--- config.mk ---
export PLATFORM = sky130hd
export DESIGN_NAME = seq_arith_shifter_flat
export DESIGN_NICKNAME = d
export VERILOG_FILES = /design/src/rtl/seq_arith_shifter_pkg.sv /design/src/rtl/seq_arith_shifter_if.sv /design/src/rtl/seq_arith_shifter_step.sv /design/src/rtl/seq_arith_shifter.sv /design/src/flat_wrapper.sv
export SDC_FILE = /design/constraint.sdc
export NUM_CORES = 1
export LEC_CHECK = 0
export BUFFER_PORTS_ARGS = -buffer_cell sky130_fd_sc_hd__buf_2
export CAP_MARGIN = 30
export CORE_AREA = 8 8 67 52
export DETAILED_ROUTE_END_ITERATION = 8
export DIE_AREA = 0 0 75 60
export PLACE_DENSITY_LB_ADDON = 0.1
export SYNTH_ARGS = -nofsm -noshare
export SYNTH_HDL_FRONTEND = slang
export SYNTH_HIERARCHICAL = 1
export SYNTH_SLANG_ARGS = --single-unit
--- constraint.sdc ---
create_clock -name clk -period 4.5 [get_ports clk]
set_input_delay 0.45 -clock clk [delete_from_list [all_inputs] [get_ports clk]]
set_output_delay 0.45 -clock clk [all_outputs]
set_load 0.02 [all_outputs]
--- src/rtl/seq_arith_shifter_pkg.sv ---
// Shared types and encodings for the sequential arithmetic shifter.
// Holds the shift-mode enum, the shifter state enum, and the FSM state constants.
package alu_shift_pkg;

  typedef enum logic [1:0] {
    MODE_ASL = 2'b00,
    MODE_ASR = 2'b01,
    MODE_LSR = 2'b10,
    MODE_ROR = 2'b11
  } shift_mode_t;

  typedef enum logic [1:0] {
    ST_IDLE  = 2'd0,
    ST_SHIFT = 2'd1,
    ST_DONE  = 2'd2
  } shifter_state_t;

  // Same encodings as the enum above, in plain-vector form for the FSM register
  localparam logic [1:0] S_IDLE  = 2'd0;
  localparam logic [1:0] S_SHIFT = 2'd1;
  localparam logic [1:0] S_DONE  = 2'd2;

endpackage

--- src/rtl/seq_arith_shifter_if.sv ---
// Start/ready/valid bus between the ALU sequencer (master) and the shifter (slave).
interface seq_arith_shifter_if
  import alu_shift_pkg::*;
#(
  parameter int WIDTH   = 8,
  parameter int SHAMT_W = 3
);
  logic               start;
  logic [WIDTH-1:0]   a;
  logic [SHAMT_W-1:0] shamt;
  shift_mode_t        mode;
  logic               ready;
  logic               busy;
  logic               valid;
  logic [WIDTH-1:0]   result;
  logic               ovf;

  modport master (
    output start, a, shamt, mode,
    input  ready, busy, valid, result, ovf
  );

  modport slave (
    input  start, a, shamt, mode,
    output ready, busy, valid, result, ovf
  );
endinterface

--- src/rtl/seq_arith_shifter_step.sv ---
// Combinational single-position shift for all four modes.
module shift_step
  import alu_shift_pkg::*;
#(
  parameter int WIDTH = 8
) (
  input  shift_mode_t      i_mode,
  input  logic [WIDTH-1:0] i_data,
  output logic [WIDTH-1:0] o_data,
  output logic             o_bit_out
);

  // One step; the bit leaving the word is the MSB for left shifts, LSB otherwise
  always_comb begin
    o_data    = i_data;
    o_bit_out = i_data[0];
    case (i_mode)
      MODE_ASL: begin
        o_data    = {i_data[WIDTH-2:0], 1'b0};
        o_bit_out = i_data[WIDTH-1];
      end
      MODE_ASR: o_data = {i_data[WIDTH-1], i_data[WIDTH-1:1]};
      MODE_LSR: o_data = {1'b0, i_data[WIDTH-1:1]};
      MODE_ROR: o_data = {i_data[0], i_data[WIDTH-1:1]};
      default:  o_data = i_data;
    endcase
  end

endmodule

--- src/rtl/seq_arith_shifter.sv ---
// Multi-cycle shifter: one bit position per clock, IDLE -> SHIFT -> DONE handshake.
// Optional ASL overflow flag enabled by defining ASHIFT_OVF_EN; otherwise ovf is tied low.
module seq_arith_shifter
  import alu_shift_pkg::*;
#(
  parameter int WIDTH   = 8,
  parameter int SHAMT_W = 3
) (
  input  logic                clk,
  input  logic                rst_n,
  seq_arith_shifter_if.slave  bus
);

  localparam logic [SHAMT_W-1:0] CNT_ZERO = {SHAMT_W{1'b0}};
  localparam logic [SHAMT_W-1:0] CNT_ONE  = {{(SHAMT_W-1){1'b0}}, 1'b1};

  logic [1:0]         r_state;
  logic [WIDTH-1:0]   r_work;
  logic [WIDTH-1:0]   r_result;
  logic [SHAMT_W-1:0] r_cnt;
  shift_mode_t        r_mode;
  logic [WIDTH-1:0]   w_next;
  logic               w_unused_bit_out;

  shift_step #(.WIDTH(WIDTH)) u_step (
    .i_mode    (r_mode),
    .i_data    (r_work),
    .o_data    (w_next),
    .o_bit_out (w_unused_bit_out)
  );

  // FSM, work register, counter and the result captured on DONE entry
  always_ff @(posedge clk or negedge rst_n) begin
    if (!rst_n) begin
      r_state  <= S_IDLE;
      r_work   <= {WIDTH{1'b0}};
      r_result <= {WIDTH{1'b0}};
      r_cnt    <= CNT_ZERO;
      r_mode   <= MODE_ASL;
    end else begin
      case (r_state)
        S_IDLE: begin
          if (bus.start) begin
            r_work <= bus.a;
            r_cnt  <= bus.shamt;
            r_mode <= bus.mode;
            if (bus.shamt == CNT_ZERO) begin
              r_result <= bus.a;
              r_state  <= S_DONE;
            end else begin
              r_state  <= S_SHIFT;
            end
          end
        end
        S_SHIFT: begin
          r_work <= w_next;
          r_cnt  <= r_cnt - CNT_ONE;
          if (r_cnt == CNT_ONE) begin
            r_result <= w_next;
            r_state  <= S_DONE;
          end
        end
        S_DONE:  r_state <= S_IDLE;
        default: r_state <= S_IDLE;
      endcase
    end
  end

`ifdef ASHIFT_OVF_EN
  logic r_orig_msb;
  logic r_ovf_acc;
  logic r_ovf;
  logic w_ovf_step;

  // Sticky overflow: any ASL step whose new MSB differs from the operand's original MSB
  always_comb begin
    w_ovf_step = r_ovf_acc;
    if ((r_mode == MODE_ASL) && (w_next[WIDTH-1] != r_orig_msb)) begin
      w_ovf_step = 1'b1;
    end else begin
      w_ovf_step = r_ovf_acc;
    end
  end

  // Overflow accumulator; the visible flag only moves on DONE entry
  always_ff @(posedge clk or negedge rst_n) begin
    if (!rst_n) begin
      r_orig_msb <= 1'b0;
      r_ovf_acc  <= 1'b0;
      r_ovf      <= 1'b0;
    end else begin
      case (r_state)
        S_IDLE: begin
          if (bus.start) begin
            r_orig_msb <= bus.a[WIDTH-1];
            r_ovf_acc  <= 1'b0;
            if (bus.shamt == CNT_ZERO) begin
              r_ovf <= 1'b0;
            end
          end
        end
        S_SHIFT: begin
          r_ovf_acc <= w_ovf_step;
          if (r_cnt == CNT_ONE) begin
            r_ovf <= w_ovf_step;
          end
        end
        default: r_ovf_acc <= r_ovf_acc;
      endcase
    end
  end

  assign bus.ovf = r_ovf;
`else
  assign bus.ovf = 1'b0;
`endif

  assign bus.ready  = (r_state == S_IDLE);
  assign bus.busy   = (r_state == S_SHIFT);
  assign bus.valid  = (r_state == S_DONE);
  assign bus.result = r_result;

endmodule
--- src/flat_wrapper.sv ---
// flat-port wrapper written by rule: the top's interface ports become plain ports
module seq_arith_shifter_flat import alu_shift_pkg::*;
#(
  parameter int WIDTH   = 8,
  parameter int SHAMT_W = 3
)
  (clk, rst_n, bus_start, bus_a, bus_shamt, bus_mode, bus_ready, bus_busy, bus_valid, bus_result, bus_ovf);
  seq_arith_shifter_if #(.WIDTH(WIDTH), .SHAMT_W(SHAMT_W)) bus_i ();
  input  logic clk;
  input  logic rst_n;
  input wire logic [$bits(bus_i.start)-1:0] bus_start;
  input wire logic [$bits(bus_i.a)-1:0] bus_a;
  input wire logic [$bits(bus_i.shamt)-1:0] bus_shamt;
  input wire logic [$bits(bus_i.mode)-1:0] bus_mode;
  output wire logic [$bits(bus_i.ready)-1:0] bus_ready;
  output wire logic [$bits(bus_i.busy)-1:0] bus_busy;
  output wire logic [$bits(bus_i.valid)-1:0] bus_valid;
  output wire logic [$bits(bus_i.result)-1:0] bus_result;
  output wire logic [$bits(bus_i.ovf)-1:0] bus_ovf;
  assign bus_i.start = bus_start;
  assign bus_i.a = bus_a;
  assign bus_i.shamt = bus_shamt;
  assign bus_i.mode = bus_mode;
  assign bus_ready = bus_i.ready;
  assign bus_busy = bus_i.busy;
  assign bus_valid = bus_i.valid;
  assign bus_result = bus_i.result;
  assign bus_ovf = bus_i.ovf;
  seq_arith_shifter #(.WIDTH(WIDTH), .SHAMT_W(SHAMT_W)) u_core (.clk(clk), .rst_n(rst_n), .bus(bus_i));
endmodule
Word-level counts from Yosys, hierarchy flattened
Cells that the tools add are included.
- equality and inequality tests: 9
- reduce and logical (&&, ||, !) cells: 8
- add/sub/neg operators: 1
- multiplexer cells: 13
- operator list (cell ; number):
    $mux W8 ; 4
    $pmux W8 S2 ; 2
    $pmux W8 S4 ; 1
    $eq A2 B2 Y1 const B ; 3
    $mux W2 ; 3
    $pmux W3 S2 ; 1
    $reduce_and A2 Y1 ; 3
    $eq A2 B1 Y1 const B ; 2
    $logic_not A2 Y1 ; 2
    $ne A2 B1 Y1 const B ; 2
    $pmux W2 S2 ; 1
    $reduce_and A4 Y1 ; 1
    $eq A3 B1 Y1 const B ; 1
    $logic_not A3 Y1 ; 1
    $mux W3 ; 1
    $sub A3 B1 Y3 const B ; 1
    $ne A2 B2 Y1 const B ; 1
    $reduce_bool A2 Y1 ; 1
- output and inout bits: 12
- flip-flop bits (word level): 23
- logic and storage cells: 36

Logic depth before layout (Yosys ltp)
Gate-level depths: netlist (run 1).
- word-level depth: 4
- depth in mapped cells: 7
- depth with buffers taken out: 5

Hierarchy
The synthesis (run 1) kept the hierarchy.
- by module, submodules not included (module ; cells an instance ; sequential area each (µm²) ; area an instance (µm²) ; instances):
    seq_arith_shifter ; 98 ; 575.6 ; 1241.2 ; 1
    shift_step ; 12 ; 0.0 ; 118.9 ; 1

Worst setup path after synthesis (run 1)
No wires, ideal clock.
- kind: register -> register
- start point: reg u_core.r_cnt[1]
- end point: reg u_core.r_result[0] (netlist: u_core/bus.result[0])
- data required time: 4.375 ns
- path buffers: 1
- setup slack: 2.889 ns
- clock period less this slack: 1.611 ns
- setup time: 0.125 ns
- stages on the path, launching flop included: 7
- data arrival time: 1.485 ns
- cell sequence: dfrtp_1 inv_1 ha_1 nor4bb_1 o2bb2a_4 buf_8 mux2_4
- longest elaborated chain between the ends: 3
- ends and longest elaborated chain (element ; line ; text):
    from (decl) ; seq_arith_shifter.sv:20 ; logic [SHAMT_W-1:0] r_cnt;
    from (signal assigned) ; seq_arith_shifter.sv:45 ; r_cnt <= bus.shamt;
    from (signal assigned) ; seq_arith_shifter.sv:57 ; r_cnt <= r_cnt - CNT_ONE;
    $eq A3 B1 Y1 ; seq_arith_shifter.sv:58 ; if (r_cnt == CNT_ONE) begin
    $ne A2 B1 Y1 (no line) ; - ;
    $reduce_and A4 Y1 (no line) ; - ;
    to (signal assigned) ; seq_arith_shifter.sv:37 ; r_result <= {WIDTH{1'b0}};
    to (signal assigned) ; seq_arith_shifter.sv:48 ; r_result <= bus.a;
    to (signal assigned) ; seq_arith_shifter.sv:59 ; r_result <= w_next;
    to (decl) ; seq_arith_shifter.sv:19 ; logic [WIDTH-1:0] r_result;
Every way passes these cells.
A chain may end at the register's enable or synchronous reset.

Worst setup path after layout (run 1)
- start point: reg u_core.r_state[0]
- end point: reg u_core.r_result[4] (netlist: u_core/bus.result[4])
- longest elaborated chain between the ends: 3
- ends and longest elaborated chain (element ; line ; text):
    from (decl) ; seq_arith_shifter.sv:17 ; logic [1:0] r_state;
    from (signal assigned) ; seq_arith_shifter.sv:35 ; r_state <= S_IDLE;
    from (signal assigned) ; seq_arith_shifter.sv:49 ; r_state <= S_DONE;
    from (signal assigned) ; seq_arith_shifter.sv:51 ; r_state <= S_SHIFT;
    $eq A2 B1 Y1 / $logic_not A2 Y1 (equally long branches) ; seq_arith_shifter.sv:41 ; case (r_state)
    $ne A2 B1 Y1 (no line), or another cell as far along ; - ;
    $reduce_and A4 Y1 (no line) ; - ;
Parallel ways exist; a longest one is shown, timed or not.

==> results_dict.tcl, run 1 <==
set metrics [dict create \
    outcome "finished, final reports clean" \
    critPathArrivalTime_ps 2240 \
    crit_family "simple AND/OR/NAND/NOR gates" \
    preCtsSetupSlack_ps 2420 \
    nFillCells 240 \
    p_per_area_mw_per_mm2 759 \
    synthCells 109 \
    layout.nets 152 \
    end_kind "register" \
    worst_pin_slew_ps 866 \
    clkTransAtPathRegs_ps 130 \
    max_stage_delay_ps 760 \
    hp-class "input port to asynchronous set/reset pin" \
    ir_drop_mv 0.333 \
    setup_ws_ps 2470 \
    grt_pass1_wl_um 4220 \
    antenna_found_initial 0 \
    track_usage_pct 12.4 \
    path_class "register to register" \
    hold_viol 0 \
    setup_viol 0 \
    slowest_stage "nor3b_4" \
    dieHeight_um 60 \
    worstPathRequired_ps 4710 \
    io-pin-count 28 \
    avgSynthCellArea_um2 12.4 \
    ctsHoldBuffers 0 \
    initial_core_util_pct 53.1 \
    portBuffers 26 \
    crit_buf_inv 0 \
    area.growth.synth_to_final_pct 10.2 \
    cts_htree_levels 1 \
    dieArea_mm2 0.00450 \
    post-cts-setup-buffers 0 \
    cts_tree "done" \
    max-slew-margin-rel_pct 42.2 \
    core_mm2 0.00254 \
    slew_viol_final 0 \
    via_count 872 \
    fin_worst_skew_ps 3.69 \
    wirelength_um 2520 \
    fin_crit_ps 2030 \
    cp_max_fo 16 \
    place.gp.congestion 0.722 \
    cts_sinks 23 \
    drive_gt1_share_pct 40.6 \
    crit_chain "nor3b_4, o2bb2a_4, mux2_4" \
    routedWlPerCell_um 14.9 \
    drc 0 \
    cts-root-buf "clkbuf_4" \
    post-route-period-util_pct 45.1 \
    grt_overflow_total 0 \
    worst_setup_path_start_kind "register" \
    cap_viol_max_count 0 \
    grt_max_degree 30 \
    clock_latency_ps 310 \
    grt_setup_unrepaired "false" \
    fmaxAchievable_mhz 493 \
    die_w_um 75 \
    hpwl_um 1880 \
    yosys_warnings 6 \
    n_antenna_cell 0 \
    numCtsBuffers 3 \
    cts_buffer_depth 2 \
    initialDrtViolationCount 40 \
    drtAntennaViolNets 0 \
    multiInputGateArea_um2 687 \
    syn-cell-area_mm2 0.00135 \
    synth.net_count 127 \
    grt_pass1_vias 841 \
    leakage_nw 0.705 \
    seq_area_um2 576 \
    post_cts_resized 0 \
    rows 16 \
    first_pass_iters 4 \
    vias_per_cell 5.16 \
    tns_ps 0 \
]
[power breakdown]
group,switching [W],internal (W),leakage [nW]
logic,0.000312,0.000324,0.407
clock network,0.0000630,0.0000347,0.0150
registers,0.0000840,0.000310,0.283
[placed cells by master (no fill, tap or decap)]
cell       n
mux2_2     8
nor2_1     1
a211o_1    1
nand2_1    9
a21oi_1    1
mux2_4    11
nor3_1     1
mux2_1     5
ha_1       2
o2bb2a_4   1
nor2_4     1
nor2b_2    1
nor2b_1    1
o21ai_1    8
clkbuf_4   3
xor2_1     1
buf_4      1
and2b_2    1
nor3b_4    1
conb_1     1
dfrtp_1   23
inv_1      4
o21ai_0    3
nand3_1    2
or3_1      1
nor4bb_1   1
nand3b_1   1
mux2i_1   11
clkbuf_1   1
and3b_1    1
buf_2     26
[final cells by class]
type,count,area share [%]
Inverter,4,1.01
Timing Repair Buffer,27,9.26
Tap cell,36,3.03
Clock buffer,4,1.77
Sequential cell,23,38.7
Multi-Input combinational cell,75,46.2
[worst paths after layout]
check | cells past startpoint | start | to | slack [ps]
max in group asynchronous | 1 | rst_n | u_core/bus.result[4] | 4080
min | 1 | rst_n | u_core/r_work[4] | 90
max | 3 | u_core/r_state[0] | u_core/bus.result[4] | 2470
max reg2reg | 3 | u_core/r_state[0] | u_core/bus.result[4] | 2470
min in group clk | 3 | bus_shamt[2] | u_core/r_cnt[2] | 350
min reg2reg | 1 | u_core/bus.result[3] | u_core/bus.result[3] | 520
[layer usage]
layer / GRT usage (%) / up-vias / part of all wire (%)
met5: 0 / - / 0
met4: 2.50 / 0 / 0.76
met3: 4.52 / 4 / 6.2
met2: 18.4 / 22 / 44
met1: 16.6 / 419 / 49
li1: - / 427 / -
[metrics by stage]
step / power [W] / hold slack (ps) / utilization [%] / cells / instance area, um2
4_1_cts: 0.00114 / 98.9 / 58.5 / 169 / 1490
2_1_floorplan: 0.000936 / 154 / - / 109 / 1350
5_1_grt: 0.00121 / 114 / 58.5 / 169 / 1490
3_5_place_dp: 0.00104 / 453 / 57.4 / 165 / 1460
3_3_place_gp: 0.00102 / 454 / 57.4 / 165 / 1460
6_report: 0.00113 / 85.1 / 58.5 / 169 / 1490
[flip-flops by register name (all words and copies together), names as in the netlist]
signal / flops
u_core/bus.result: 8
u_core/r_work: 8
u_core/r_cnt: 3
u_core/r_mode: 2
u_core/r_state: 2
(Power assumes the default switching activity.)
==> inputs of run 2 (changes only) <==
Settings changed: CORE_AREA 8 8 67 52 to 8 8 73 56, DIE_AREA 0 0 75 60 to 0 0 81 64.
Clock period 4.5 ns to 1.7 ns, I/O delays scaled along.
==> results_dict.tcl, run 2 (synthesis results as in run 1) <==
set metrics [dict create \
    outcome "finished, final reports clean" \
    final_common_cell "buf_2" \
    grt_max_degree 30 \
    initial_core_util_pct 45.3 \
    vias_per_cell 5.10 \
    cp-startpoint "u_core/r_mode[1]" \
    clock_latency_ps 260 \
    rows 17 \
    portBuffers 26 \
    grt_pass1_wl_um 4810 \
    max-slew-margin-rel_pct 65.4 \
    use_met1_pct 15.4 \
    holdCritStartpoint "bus_shamt[2]" \
    post-route-period-util_pct 98.4 \
    rrSetupSlack_ps 30 \
    routedWlPerCell_um 15.7 \
    cp_max_fo 7 \
    cts_buffer_depth 2 \
    hold_viol 0 \
    die_w_um 81 \
    met3_usage_pct 4.33 \
    end_kind "register" \
    grt_setup_unrepaired "true" \
    ir_drop_mv 0.875 \
    io-pin-count 28 \
    timing.rr.start "u_core/r_mode[1]" \
    cts-root-buf "clkbuf_8" \
    leakage_nw 0.761 \
    core_mm2 0.00298 \
    r2r.worst_path.cells 4 \
    design_area_mm2 0.00161 \
    first_pass_iters 5 \
    stdcell_count 178 \
    worstHoldEndpoint "u_core/r_cnt[2]" \
    setup_viol 0 \
    post-route-util_pct 54.0 \
    dieHeight_um 64 \
    hp-class "input port to register" \
    fin_worst_skew_ps 3.34 \
    n_antenna_cell 0 \
    totalPowerFinal_w 0.00329 \
    dieArea_mm2 0.00518 \
    grt_overflow_total 0 \
    gr-usage-met2_pct 17.5 \
    worst_pin_slew_ps 519 \
    placed_cell_area_mm2 0.00151 \
    preCtsSetupSlack_ps -44.6 \
    layout.nets 159 \
    hpwl_um 1950 \
    track_usage_pct 11.6 \
    reg2reg_to "u_core/bus.result[3]" \
    grt_pass1_vias 968 \
    antenna_found_initial 0 \
    cap_viol_max_count 0 \
    cts_sinks 23 \
    area.growth.synth_to_final_pct 19.2 \
    setup_ws_ps 27.2 \
    placed_cells 172 \
    worst_setup_path_start_kind "register" \
    fmaxAchievable_mhz 598 \
    drc 0 \
    via_count 907 \
    place.gp.congestion 0.714 \
    numCtsBuffers 3 \
    initialDrtViolationCount 50 \
    slew_viol_final 0 \
    fin_crit_ps 1670 \
    wirelength_um 2800 \
    drive_gt1_share_pct 44.3 \
    critPathArrivalTime_ps 1830 \
    layout_common_cells "buf_2 (26), dfrtp_1 (23), mux2_4 (12)" \
    hold_depth 3 \
    worstPathRequired_ps 1850 \
    cts_tree "done" \
    clkTransAtPathRegs_ps 80 \
    cts_htree_levels 1 \
    p_per_area_mw_per_mm2 2050 \
    busiest_layer "met2" \
    path_class "register to register" \
    drtAntennaViolNets 0 \
]
-- run 2: cell types whose count changed in the layout (fill, tap and decap cells not counted), sizes merged --
cell,change
buf,+5
clkbuf,-1
clkinv,+1
dlygate4sd3,+1
o2bb2a,+1
-- run 2: worst max-delay path by stage --
stage                                end  cells after the start
floorplan           u_core/bus.result[0]                      6
global placement    u_core/bus.result[2]                      5
detailed placement  u_core/bus.result[1]                      5
CTS                 u_core/bus.result[3]                      5
global route        u_core/bus.result[3]                      4
finish              u_core/bus.result[3]                      4
-- run 2: cell type report --
| cell class | instances | area (um2) |
|---|---|---|
| inverter | 4 | 15.0 |
| fill | 276 | 1370 |
| clock buffer | 3 | 41.3 |
| sequential | 23 | 576 |
| clock inverter | 1 | 5.00 |
| multi-input combinational | 76 | 726 |
| timing repair buffer | 33 | 198 |
| tap | 38 | 47.5 |
-- run 2: stage by stage --
stage	TNS, ps	hold WS [ps]
floorplan	0	-126
global placement	-32.3	185
detailed placement	-327	176
CTS	0	112
global route	-49.7	127
finish	0	115
-- run 2: worst max-delay path, stage by stage, from the launching register on --
cell	delay (ps)
dfrtp_1	410
nor2_4	230
mux2_2	370
mux2_1	290
mux2_4	260
-- run 2: layer usage --
metal / vias up / routed length (um) / part of all wire, %
met1: 440 / 1390 / 50
li1: 442 / - / -
met4: 0 / 14 / 0.50
met5: - / 0 / 0
met2: 23 / 1210 / 43
met3: 2 / 181 / 6.5
-- run 2: timing repair --
item | in CTS | in global routing
setup buffers | 0 | 0
setup endpoints to repair | 8 | 8
gates cloned | 1 | 0
gates resized for setup | 3 | 1
endpoints found under the hold margin | 23 | 0
pin swaps | 1 | 1
hold buffers | 1 | 0
-- run 2: report_power, final --
part | total (W) | internal (W) | switching [W]
sequential | 0.00104 | 0.000822 | 0.000216
combinational | 0.00191 | 0.00101 | 0.000906
clock | 0.000340 | 0.000164 | 0.000177
total | 0.00329 | 0.00199 | 0.00130
